**config.mk**
```make
export PLATFORM = sky130hd
export DESIGN_NAME = md_hilo_ctrl
export DESIGN_NICKNAME = d
export VERILOG_FILES = /design/src/rtl/md_hilo_ctrl.sv
export SDC_FILE = /design/constraint.sdc
export NUM_CORES = 1
export LEC_CHECK = 0
export ABC_CLOCK_PERIOD_IN_PS = 5300
export CORE_AREA = 2 2 155 157
export DETAILED_ROUTE_END_ITERATION = 6
export DIE_AREA = 0 0 157 159
export GPL_TIMING_DRIVEN = 0
export PLACE_DENSITY = 0.79
export SYNTH_ARGS = -nofsm -noshare
export SYNTH_HDL_FRONTEND = slang
export SYNTH_SLANG_ARGS = --single-unit
```
**constraint.sdc**
```tcl
create_clock -name clk -period 5.3 [get_ports clk]
set_clock_uncertainty 0.1 [all_clocks]
set_input_delay 0.795 -clock clk [delete_from_list [all_inputs] [get_ports clk]]
set_output_delay 0.795 -clock clk [all_outputs]
set_load 0.02 [all_outputs]
```
**src/rtl/md_hilo_ctrl.sv**
```systemverilog
// md_hilo_ctrl: EX-stage multiply/divide sequencing and HI/LO registers.
// Define MD_DIV0_GUARD_EN to resolve divide-by-zero without the divider.
module md_hilo_ctrl #(
  parameter int MUL_LAT = 2
) (
  input  logic        clk,
  input  logic        rst,
  input  logic        md_valid,
  input  logic [2:0]  md_op,
  input  logic [31:0] src_a,
  input  logic [31:0] src_b,
  input  logic        flush,
  input  logic        stall_in,
  output logic        stallreq,
  output logic        busy,
  output logic        mul_signed,
  output logic [31:0] mul_ina,
  output logic [31:0] mul_inb,
  input  logic [63:0] mul_result,
  output logic        div_start,
  output logic        div_signed,
  output logic [31:0] div_opdata1,
  output logic [31:0] div_opdata2,
  output logic        div_annul,
  input  logic [63:0] div_result,
  input  logic        div_ready,
  output logic [31:0] hi_o,
  output logic [31:0] lo_o
);

  typedef enum logic [1:0] {
    S_IDLE,
    S_MUL,
    S_DIV,
    S_DONE
  } state_t;

  localparam logic [2:0] CNT_INIT = 3'(MUL_LAT - 1);
  localparam logic       MUL1     = (MUL_LAT == 1);

  state_t      state_q;
  state_t      done_nxt;
  logic [2:0]  cnt_q;
  logic [31:0] opa_q;
  logic [31:0] opb_q;
  logic        sgn_q;
  logic [31:0] hi_q;
  logic [31:0] lo_q;

  logic op_mult, op_multu, op_div, op_divu;
  logic op_mthi, op_mtlo, op_mul, op_dv;
  logic idle, issue, mul_fire, div_fire, div0;

  assign op_mult  = (md_op == 3'b001);
  assign op_multu = (md_op == 3'b010);
  assign op_div   = (md_op == 3'b011);
  assign op_divu  = (md_op == 3'b100);
  assign op_mthi  = (md_op == 3'b101);
  assign op_mtlo  = (md_op == 3'b110);
  assign op_mul   = op_mult | op_multu;
  assign op_dv    = op_div | op_divu;

`ifdef MD_DIV0_GUARD_EN
  assign div0 = (src_b == 32'd0);
`else
  assign div0 = 1'b0;
`endif

  assign idle     = (state_q == S_IDLE);
  assign issue    = idle & md_valid & ~flush;
  assign mul_fire = issue & op_mul;
  assign div_fire = issue & op_dv & ~div0;
  assign done_nxt = stall_in ? S_DONE : S_IDLE;

  assign busy = ~idle;
  assign hi_o = hi_q;
  assign lo_o = lo_q;

  // Stall, handshake and operand steering for the current state.
  always_comb begin
    stallreq    = 1'b0;
    div_start   = 1'b0;
    div_annul   = 1'b0;
    mul_signed  = 1'b0;
    div_signed  = 1'b0;
    mul_ina     = 32'd0;
    mul_inb     = 32'd0;
    div_opdata1 = 32'd0;
    div_opdata2 = 32'd0;
    if (!rst) begin
      unique case (state_q)
        S_IDLE: begin
          stallreq    = (mul_fire & ~MUL1) | div_fire;
          div_start   = div_fire;
          div_annul   = flush & md_valid & op_dv;
          mul_signed  = issue & op_mult;
          div_signed  = issue & op_div;
          mul_ina     = src_a;
          mul_inb     = src_b;
          div_opdata1 = src_a;
          div_opdata2 = src_b;
        end
        S_MUL: begin
          stallreq    = ~flush & (cnt_q != 3'd0);
          mul_signed  = sgn_q;
          mul_ina     = opa_q;
          mul_inb     = opb_q;
          div_opdata1 = opa_q;
          div_opdata2 = opb_q;
        end
        S_DIV: begin
          stallreq    = ~flush & ~div_ready;
          div_start   = ~flush & ~div_ready;
          div_annul   = flush;
          div_signed  = sgn_q;
          mul_ina     = opa_q;
          mul_inb     = opb_q;
          div_opdata1 = opa_q;
          div_opdata2 = opb_q;
        end
        default: begin
          mul_ina     = opa_q;
          mul_inb     = opb_q;
          div_opdata1 = opa_q;
          div_opdata2 = opb_q;
        end
      endcase
    end
  end

  // Sequencer: issue, wait for the unit, commit to HI/LO, hold while stalled.
  always_ff @(posedge clk) begin
    if (rst) begin
      state_q <= S_IDLE;
      cnt_q   <= 3'd0;
      opa_q   <= 32'd0;
      opb_q   <= 32'd0;
      sgn_q   <= 1'b0;
      hi_q    <= 32'd0;
      lo_q    <= 32'd0;
    end else begin
      if (issue) begin
        opa_q <= src_a;
        opb_q <= src_b;
        sgn_q <= op_mult | op_div;
      end
      unique case (state_q)
        S_IDLE: begin
          if (issue) begin
            if (op_mthi) hi_q <= src_a;
            if (op_mtlo) lo_q <= src_a;
            if (op_mul) begin
              if (MUL1) begin
                {hi_q, lo_q} <= mul_result;
                state_q      <= done_nxt;
              end else begin
                cnt_q   <= CNT_INIT;
                state_q <= S_MUL;
              end
            end
            if (op_dv) begin
              if (div0) begin
                hi_q    <= src_a;
                lo_q    <= 32'hFFFF_FFFF;
                state_q <= done_nxt;
              end else begin
                state_q <= S_DIV;
              end
            end
          end
        end
        S_MUL: begin
          if (flush) begin
            state_q <= S_IDLE;
          end else if (cnt_q != 3'd0) begin
            cnt_q <= cnt_q - 3'd1;
          end else begin
            {hi_q, lo_q} <= mul_result;
            state_q      <= done_nxt;
          end
        end
        S_DIV: begin
          if (flush) begin
            state_q <= S_IDLE;
          end else if (div_ready) begin
            hi_q    <= div_result[63:32];
            lo_q    <= div_result[31:0];
            state_q <= done_nxt;
          end
        end
        S_DONE: begin
          if (flush || !stall_in) state_q <= S_IDLE;
        end
        default: state_q <= S_IDLE;
      endcase
    end
  end

endmodule

```
==> results of run 1 <==
## power breakdown
| group | leakage [nW] | internal [W] | switching, W |
|---|---|---|---|
| sequential | 1.09 | 0.00115 | 0.0000818 |
| clock | 0.289 | 0.000746 | 0.000485 |
| combinational | 4.17 | 0.00123 | 0.00159 |
| total | 5.55 | 0.00313 | 0.00216 |
## per-layer routing
layer | vias up | wire length (um)
met4 | 0 | 855
met2 | 390 | 15800
met3 | 56 | 2650
met5 | - | 0
li1 | 4311 | -
met1 | 4113 | 13300
## flip-flops by register name, indices dropped and copies added, names as in the netlist
name	cells
opa_q	32
lo_o	32
cnt_q	3
opb_q	32
state_q	2
hi_o	32
sgn_q	1
## worst paths after layout
path / cells past startpoint / slack [ns] / to / startpoint
max: 8 / 0.87 / stallreq / state_q[0]
min: 2 / 0.35 / opb_q[1] / opb_q[1]
max reg2reg: 8 / 2.61 / hi_o[31] / state_q[0]
min reg2reg: 2 / 0.35 / opb_q[1] / opb_q[1]
## cell families after synthesis
group                      after synthesis  synth area share
and+or+nand+nor                        481             0.254
AOI/OAI and AO/OA                      160             0.127
buffers and inverters                  155             0.110
DFF                                    134             0.335
muxes                                  129             0.161
adders and majority gates                7            0.0109
xor gates and xnor gates                 1           0.00109
## layout make-up
cell class                 count  area (um^2)  area share
buffer                       148          852      0.0658
sequential                   134         2680       0.207
clock buffer                  18          429      0.0331
clock inverter                13          174      0.0134
timing repair buffer         395         3950       0.305
inverter                       7         26.3     0.00203
multi-input combinational    778         4440       0.343
tap                          319          399      0.0308
## through the flow
| stage | hold slack [ns] | instances | utilization | setup slack (ns) |
|---|---|---|---|---|
| after global routing | 0.363 | 1812 | 0.559 | 0.765 |
| final | 0.354 | 1812 | 0.559 | 0.872 |
| after CTS | 0.354 | 1812 | 0.559 | 0.904 |
| after global placement | 0.340 | 1781 | 0.533 | 0.985 |
| after floorplan | 0.336 | 1067 | - | 2.24 |
| after detailed placement | 0.346 | 1781 | 0.533 | 1.01 |
## worst min-delay path: stages, from the launching register on
cell and delay, ns:
dfxtp_1 0.31, nand2_1 0.05, a21oi_1 0.05
## layout by cell type, fill, tap and decap left out, types with 2 or more instances in the layout
cell | netlist | routed
buf_4 | 67 | 67
nor3_1 | 4 | 4
nor2b_1 | 2 | 2
inv_6 | 0 | 2
o21a_1 | 2 | 2
o21bai_1 | 2 | 2
clkbuf_16 | 0 | 17
clkinvlp_4 | 0 | 2
ha_1 | 7 | 7
a211oi_1 | 3 | 3
mux2i_1 | 129 | 129
bufinv_16 | 0 | 3
nand3b_1 | 6 | 6
nand2b_1 | 69 | 69
dfxtp_1 | 134 | 134
a21oi_1 | 76 | 76
nor2_1 | 135 | 135
buf_6 | 2 | 2
clkbuf_1 | 35 | 36
a2bb2oi_1 | 2 | 2
buf_2 | 24 | 24
nand3_1 | 2 | 2
o21ai_0 | 2 | 2
buf_1 | 20 | 20
nand2_1 | 259 | 259
a22oi_1 | 64 | 64
inv_1 | 7 | 7
o22a_1 | 2 | 2
clkinv_4 | 0 | 4
clkdlybuf4s50_1 | 0 | 395
==> impl_results.md, run 1 <==
- Status: finished, final reports clean
- Vert. Die Dim: 159 um
- Final Setup Violations: 0
- First-pass GRT wire length: 48,500 um
- GRT met1 Usage: 0.299
- GRT Total Usage: 0.252
- Total grt overflow: 0
- # rows: 56
- Sum Neg Setup Slack: 0 ns
- Initial Util: 0.345
- CP required: ~4.4 ns
- Most used cell, CP: buf_2
- Routed len/inst: approximately 18 um
- Area after DPL: between 10,000 and 15,000 um^2
- Fmax: 226 MHz
- Fraction of registers with async set/reset: 0
- Netlist cell types: 36
- Total I/O pin count: 399
- Clock sink total: 134
- Layout cell share with drive strength beyond 1: 0.0837
- Starting DRT DRC Count: 498
- CTS tree: yes
- Sequential share of the synthesized area: 0.335
- Die Width: between 150 and 200 um
- Port Buffers: about 400
- Syn nets: ~1,300
- RePlAce Congestion: 0.863
- Leakage: 5.55 nW
- Worst Path Max Fanout: 10
- Post-synth top area share: 0.335
- Final Power: approximately 0.0053 W
- Layout fillers: 2,150
- Warnings, synthesis: 0
- Post-DP HPWL: 25,900 um
- Net count, final: ~1,700
- # Max-Cap Violations: 0
- Synthesized flop and latch total: about 130
- Final period utilization: 0.835
- Largest net degree at the start of global routing: 17
- Synth top cells by count: nand2_1 (259), nor2_1 (135), dfxtp_1 (134), mux2i_1 (129), a21oi_1 (76)
- Final Cell Area: 13,000 um^2
- Remaining routing DRC violations: 0
- Most frequent cell after synthesis: nand2_1
- Max-slew headroom: 0.412
- Crit start category: flip-flop
- Fin. Hold Viols: 0
- Die footprint: 25,000 um^2
- PD cells: around 400 nW/um^2
- Diodes inserted: 0
- Minimum clock period: 4.43 ns
- Drt pass-1 iters: 5
- Clk root buf: clkbuf_16
- Core area: 23,200 um^2
- WP buf/inv: 5
- Vias in the first global route: 8,784
- P&R area growth vs syn: 61.9%
- Initial antenna violation count: 0
- Via count: 8,870
- Crit Path Class: flip-flop to output port
- Clk_lat worst skew: 0.41 ns
- Top delay family on crit path: buffers and inverters
- Met3 Track Usage GR: 0.0621
- Num CTS Buffers: 17
- Post_cts resized: 0
- EDFF count, synth: 0
- Register clock-pin slew on the reported worst setup and hold paths: 0.06 ns
- Synth area leader: dfxtp_1
- Arrival time worst endpoint: 3.53 ns
- Vias/cell: 4.90
- Max stage delay on crit path: roughly 0.68 ns
- Count of pins over their slew limit: 0
- Synth top area cells: dfxtp_1 (34%), mux2i_1 (16%), nand2_1 (12%), nor2_1 (6.3%), buf_4 (6.3%)
- Critical-path top delay cell: clkdlybuf4s50_1
- CTS hold repair buffers: 0
- Routed Antenna Nets: 0
- Hold WC Path Type: flip-flop to flip-flop
- Mapped Area: 8000 um^2
- Peak supply drop: 207 uV
- Slew @ Worst Pin: 0.881 ns
- DRT Wirelength: 32,700 um
- Post CTS Setup Buffer Count: 0
- Synth Flop Type: dfxtp_1
- CP Capture Type: output port
- Clock buffer depth: 2
- Syn avg cell area: 7.50 um^2
- RSZ-0062 raised after global routing: false
- H-tree depth: 4
- GR peak layer: met2
- Met2 GRT Util: 0.441
- Crit path cell chain: inv_1 -> ha_1 -> buf_2 -> buf_2 -> buf_1 -> a31oi_1 -> a211oi_1 -> clkdlybuf4s50_1
- Synth Instances: 1,067
Power figures use the tool's default switching activity.
==> run 2, diff against run 1 <==
Settings changed: ABC_CLOCK_PERIOD_IN_PS 5300 to 3800, PLACE_DENSITY 0.79 to 0.82.
Clock period 5.3 ns to 3.8 ns, I/O delays scaled along.
==> impl_results.md, run 2 (synthesized netlist as in run 1, its figures left out) <==
- Status: finished, final reports clean
- Final period utilization: 0.966
- Initial Util: 0.345 (unchanged)
- Die Width: 157 um (unchanged)
- Max stage delay on crit path: 0.59 ns (-0.09 ns)
- PD cells: 566 nW/um^2 (+39%)
- CP required: 3.13 ns (-1.28 ns)
- NetSw: 0.00301 W (+39%)
- Layout cell share with drive strength beyond 1: 0.0871 (+0.00335)
- Clk root buf: clkbuf_16
- Fmax: 272 MHz
- Count of pins over their slew limit: 0 (unchanged)
- Die footprint: 25,000 um^2 (unchanged)
- RePlAce Congestion: 0.861 (-0.22%)
- Port Buffers: 395 (unchanged)
- Crit start category: flip-flop
- Reg2reg setup slack: 1.12 ns (-1.49 ns)
- Clock sink total: 134 (unchanged)
- Fin. Hold Viols: 0 (unchanged)
- Logic pwr share: 0.539 (+0.005)
- # Max-Cap Violations: 0 (unchanged)
- Critical-path top delay cell: clkdlybuf4s50_1
- Clock group share of total power: 0.226 (-0.007)
- Minimum clock period: 3.67 ns
- # rows: 56 (unchanged)
- CP Capture Type: output port
- Vert. Die Dim: 159 um (unchanged)
- FF-to-FF End: lo_o[4]
- Clk_lat worst skew: 0.42 ns (about the same)
- Non-filler cells, final: 1,812 (unchanged)
- GRT Total Usage: 0.251 (-0.000956)
- Most common cell after layout, fill and taps aside: clkdlybuf4s50_1
- Hold WC Path Type: flip-flop to flip-flop
- Most frequent cells in the layout: clkdlybuf4s50_1 (395), nand2_1 (259), dfxtp_1 (134)
- Diodes inserted: 0 (unchanged)
- Max-slew headroom: 0.422 (+0.00960)
- Core area: 23,200 um^2 (unchanged)
- Via count: 8,845 (-0.28%)
- Worst Path Max Fanout: 10 (unchanged)
- Starting DRT DRC Count: 595 (+19%)
- Setup ws final: 0.129 ns (-0.743 ns)
- Net count, final: 1,688 (-0.059%)
- Leakage: 5.55 nW (+0.14%)
- RR Startpoint: state_q[0]
- Total I/O pin count: 399 (unchanged)
- Routed Antenna Nets: 0 (unchanged)
- Worst-case reg-to-reg path depth: 8 (unchanged)
- DRT Wirelength: 32,400 um (-0.96%)
- Routed len/inst: 17.9 um (-0.96%)
- Crit path cell chain: inv_1 -> ha_1 -> clkbuf_4 -> buf_4 -> clkbuf_4 -> mux2i_1 -> nor2_1 -> buf_4 -> clkdlybuf4s50_1
- Peak supply drop: 307 uV (+49%)
- Remaining routing DRC violations: 0 (unchanged)
- Clock buffer depth: 2 (unchanged)
- Hold Slack: 0.354 ns (+0.000462 ns)
- Worst setup path startpoint: state_q[0]
- Switching Share: 0.411 (+0.00232)
- Crit Path Class: flip-flop to output port
- Vias/cell: 4.88 (-0.28%)
- H-tree depth: 4 (unchanged)
- Register clock-pin slew on the reported worst setup and hold paths: 0.06 ns (about the same)
- First-pass GRT wire length: 48,400 um (about the same)
- Post CTS Setup Buffer Count: 0 (unchanged)
- Post-DP HPWL: 25,700 um (-0.72%)
- CTS tree: yes
- Drt pass-1 iters: 5 (unchanged)
- Seq pwr share: 0.235 (about the same)
- Internal power component: 0.00432 W (+38%)
- Slew @ Worst Pin: 0.867 ns (-0.0144 ns)
- Final Setup Violations: 0 (unchanged)
- Total grt overflow: 0 (unchanged)
- Placed Instances: 1,781 (unchanged)
- Largest net degree at the start of global routing: 20 (+3)
- Capture point of the worst path: mul_inb[27]
- Arrival time worst endpoint: 3.00 ns (-0.53 ns)
- Vias in the first global route: 8,860 (+0.87%)
- P&R area growth vs syn: 62.0% (about the same)
- Num CTS Buffers: 17 (unchanged)
- Setup WS pre-CTS: -0.122 ns (-1.13 ns)
- Initial antenna violation count: 0 (unchanged)
==> run 2: cell count changes in the layout (fill, tap and decap cells not counted), sizes merged <==
cell    before  now
buf        113  105
inv         10   11
bufinv       3    2
clkbuf      53   60
clkinv       5    6
==> run 2: metal layers <==
layer,track usage,vias up,routed length [um]
met5,0,-,0
met4,0.0759,0,789
met3,0.0525,53,2110
met2,0.449,347,16100
met1,0.298,4136,13400
li1,-,4309,-
==> run 2: timing repair <==
action | CTS | global route
gates resized for setup | 4 | 8
gates cloned | 0 | 0
endpoints found under the setup margin | 25 | 30
hold buffers | 0 | 0
==> run 2: critical path, delay by kind of cell, from the launching register on <==
family | cells | cell delay [ns]
muxes | 1 | 0.15
and+or+nand+nor | 1 | 0.25
adders and majority gates | 1 | 0.26
DFF | 1 | 0.42
buffers and inverters | 6 | 1.50
==> run 2: final cells by class <==
| type | instances | area (um^2) |
|---|---|---|
| Fill cell | 2132 | 10200 |
| Multi-Input combinational cell | 778 | 4440 |
| Timing Repair Buffer | 395 | 3950 |
| Sequential cell | 134 | 2680 |
| Buffer | 147 | 871 |
| Clock buffer | 18 | 429 |
| Tap cell | 319 | 399 |
| Clock inverter | 14 | 151 |
| Inverter | 7 | 26.3 |
==> run 2: stage by stage <==
stage | setup TNS, ns | area [um^2] | utilization | total power (W)
6_report | 0 | 13000 | 0.559 | 0.00733
5_1_grt | -0.0321 | 13000 | 0.559 | 0.00773
4_1_cts | 0 | 12900 | 0.558 | 0.00735
3_5_place_dp | -0.367 | 12400 | 0.533 | 0.00568
3_3_place_gp | -0.337 | 12400 | 0.533 | 0.00562
2_1_floorplan | 0 | 8000 | - | 0.00407
==> run 2: worst min path at each step <==
stage	to	slack (ns)	depth (start not counted)	startpoint
5_1_grt	opa_q[9]	0.37	2	opa_q[9]
2_1_floorplan	opa_q[0]	0.34	2	opa_q[0]
3_5_place_dp	opa_q[15]	0.35	2	opa_q[15]
4_1_cts	opa_q[15]	0.35	2	opa_q[15]
6_report	opa_q[2]	0.35	2	opa_q[2]
3_3_place_gp	opa_q[17]	0.34	2	opa_q[17]
==> run 2: power groups by stage <==
stage	Sequential [W]	Clock, W	Combinational (W)
6_report	0.00172	0.00166	0.00395
5_1_grt	0.00174	0.00174	0.00424
4_1_cts	0.00172	0.00168	0.00395
3_5_place_dp	0.00175	0	0.00393
3_3_place_gp	0.00174	0	0.00388
2_1_floorplan	0.00189	0	0.00218
==> run 3, diff against run 2 <==
Settings changed: CORE_AREA 2 2 155 157 to 2 2 153 155, CTS_BUF_LIST set to sky130_fd_sc_hd__clkbuf_8, DIE_AREA 0 0 157 159 to 0 0 155 157, PLACE_DENSITY 0.82 to 0.84.
==> impl_results.md, run 3 (synthesized netlist as in run 1, its figures left out) <==
- Status: finished, final reports clean
- Placed Instances: 1,747 (-1.9%)
- Drt pass-1 iters: 5 (unchanged)
- Total I/O pin count: 399 (unchanged)
- Fin. Hold Viols: 0 (unchanged)
- Arrival time worst endpoint: 3.01 ns (about the same)
- Worst Path Max Fanout: 9 (-1)
- Starting DRT DRC Count: 399 (-33%)
- Final period utilization: 0.970 (+0.00367)
- Non-filler cells, final: 1,777 (-1.9%)
- CP Capture Type: output port
- Fmax: 271 MHz (-0.38%)
- Port Buffers: 395 (unchanged)
- H-tree depth: 4 (unchanged)
- Crit Path Class: input port to output port
- Vias/cell: 4.96 (+1.6%)
- Post-DP HPWL: 25,500 um (-0.67%)
- Final Power: 0.00701 W (-4.4%)
- Hold path depth: 3 (+1)
- Max-slew headroom: 0.452 (+0.0294)
- Count of pins over their slew limit: 0 (unchanged)
- DRT Wirelength: 32,000 um (-1.0%)
- RePlAce Congestion: 0.909 (+5.5%)
- Worst-case reg-to-reg path depth: 8 (unchanged)
- Register clock-pin slew on the reported worst setup and hold paths: 0.08 ns (+0.02 ns)
- Vias in the first global route: 8,750 (-1.2%)
- PD cells: 549 nW/um^2 (-3.0%)
- Crit path cell chain: clkdlybuf4s50_1 -> or3b_2 -> a21oi_1 -> a31oi_1 -> nor3_1 -> clkdlybuf4s50_1
- Net count, final: 1,688 (unchanged)
- Clk root buf: clkbuf_8
- Most common cell after layout, fill and taps aside: clkdlybuf4s50_1
- CTS tree: yes
- Most frequent cells in the layout: clkdlybuf4s50_1 (394), nand2_1 (259), nor2_1 (135)
- Remaining routing DRC violations: 0 (unchanged)
- Num CTS Buffers: 17 (unchanged)
- Crit start category: input port
- GRT Total Usage: 0.252 (+0.00141)
- Via count: 8,814 (-0.35%)
- Setup WS pre-CTS: 0.000780 ns (+0.123 ns)
- Post-Route Utilization: 0.568 (+0.00905)
- Routed len/inst: 18.0 um (+0.90%)
- Total grt overflow: 0 (unchanged)
- Sum Neg Setup Slack: 0 ns (unchanged)
- Max stage delay on crit path: 0.70 ns (+0.11 ns)
- Die Width: 155 um (-1.3%)
- RSZ-0062 raised after global routing: true
- Critical-path top delay cell: clkdlybuf4s50_1
- Peak supply drop: 282 uV (-8.2%)
- Largest net degree at the start of global routing: 20 (unchanged)
- Layout fillers: 2,085 (-2.2%)
- # Max-Cap Violations: 0 (unchanged)
- Clk_lat worst skew: 0.44 ns (+0.02 ns)
- Die footprint: 24,300 um^2 (-2.5%)
- Slew @ Worst Pin: 0.823 ns (-0.0442 ns)
- Initial antenna violation count: 0 (unchanged)
- Setup ws final: 0.115 ns (-0.0139 ns)
- # rows: 55 (-1.8%)
- CP required: 3.13 ns (about the same)
- Final Setup Violations: 0 (unchanged)
- Vert. Die Dim: 157 um (-1.3%)
- Routed Antenna Nets: 0 (unchanged)
- Clock sink total: 134 (unchanged)
- Most used cell, CP: clkdlybuf4s50_1
- Leakage: 5.50 nW (-0.93%)
- Minimum clock period: 3.68 ns (+0.0139 ns)
- HP Start: md_op[0]
- Hold WC Path Type: input port to flip-flop
- CTS hold repair buffers: 0 (unchanged)
- Diodes inserted: 0 (unchanged)
- Core area: 22,500 um^2 (-3.0%)
- Initial Util: 0.356 (+0.0106)
- RR Startpoint: state_q[0]
- Clock buffer depth: 2 (unchanged)
- Worst setup path startpoint: md_op[2]
- P&R area growth vs syn: 59.7%
- Layout cell share with drive strength beyond 1: 0.0858 (-0.00128)
- First-pass GRT wire length: 47,400 um (-2.1%)
[run 3: changes by cell type in the layout (fill, tap and decap cells not counted), sizes merged]
| cell | delta |
|---|---|
| buf | +4 |
| inv | -4 |
| bufinv | +2 |
| clkbuf | -2 |
| clkinv | -2 |
| clkdlybuf4s50 | -1 |
| clkinvlp | +1 |
| dlymetal6s2s | +1 |
[run 3: cell type report]
cell class	count	area [um^2]	share of cell area
Buffer	147	866	0.0678
Clock buffer	20	275	0.0215
Clock inverter	11	174	0.0136
Inverter	7	26.3	0.00206
Multi-Input combinational cell	778	4440	0.347
Sequential cell	134	2680	0.210
Tap cell	285	357	0.0279
Timing Repair Buffer	395	3960	0.310
[run 3: what timing repair did]
| action | 4_1_cts | 5_1_grt |
|---|---|---|
| pin swaps | 0 | 0 |
| setup buffers | 0 | 0 |
| gates resized for setup | 4 | 6 |
| setup endpoints to repair | 34 | 28 |
[run 3: path summary, 6_finish.rpt]
path	to	slack, ns
min	sgn_q	0.35
max	div_start	0.12
min reg2reg	opa_q[16]	0.35
max reg2reg	lo_o[28]	1.12
[run 3: per-layer routing]
layer,up-vias,track usage,routed length [um]
li1,4306,-,-
met1,4116,0.299,13100
met2,343,0.451,15900
met3,49,0.0575,2210
met4,0,0.0829,765
met5,-,0,0
[run 3: report_power, final]
group          switching, W  total (W)  internal (W)
clock              0.000594    0.00136      0.000766
sequential         0.000110    0.00172       0.00161
combinational       0.00220    0.00393       0.00173
total               0.00290    0.00701       0.00410
[run 3: critical path, delay by kind of cell]
| family | cells | cell delay, ns |
|---|---|---|
| AND/OR/NAND/NOR | 2 | 0.91 |
| AO/OA/AOI/OAI | 2 | 0.24 |
| buffers and inverters | 2 | 1.29 |
[run 3: metrics by stage]
| step | area, um^2 | hold WS (ns) |
|---|---|---|
| final | 12800 | 0.346 |
| after global routing | 12800 | 0.332 |
| after CTS | 12800 | 0.320 |
| after detailed placement | 12300 | 0.346 |
| after global placement | 12300 | 0.341 |
| after floorplan | 8000 | 0.336 |
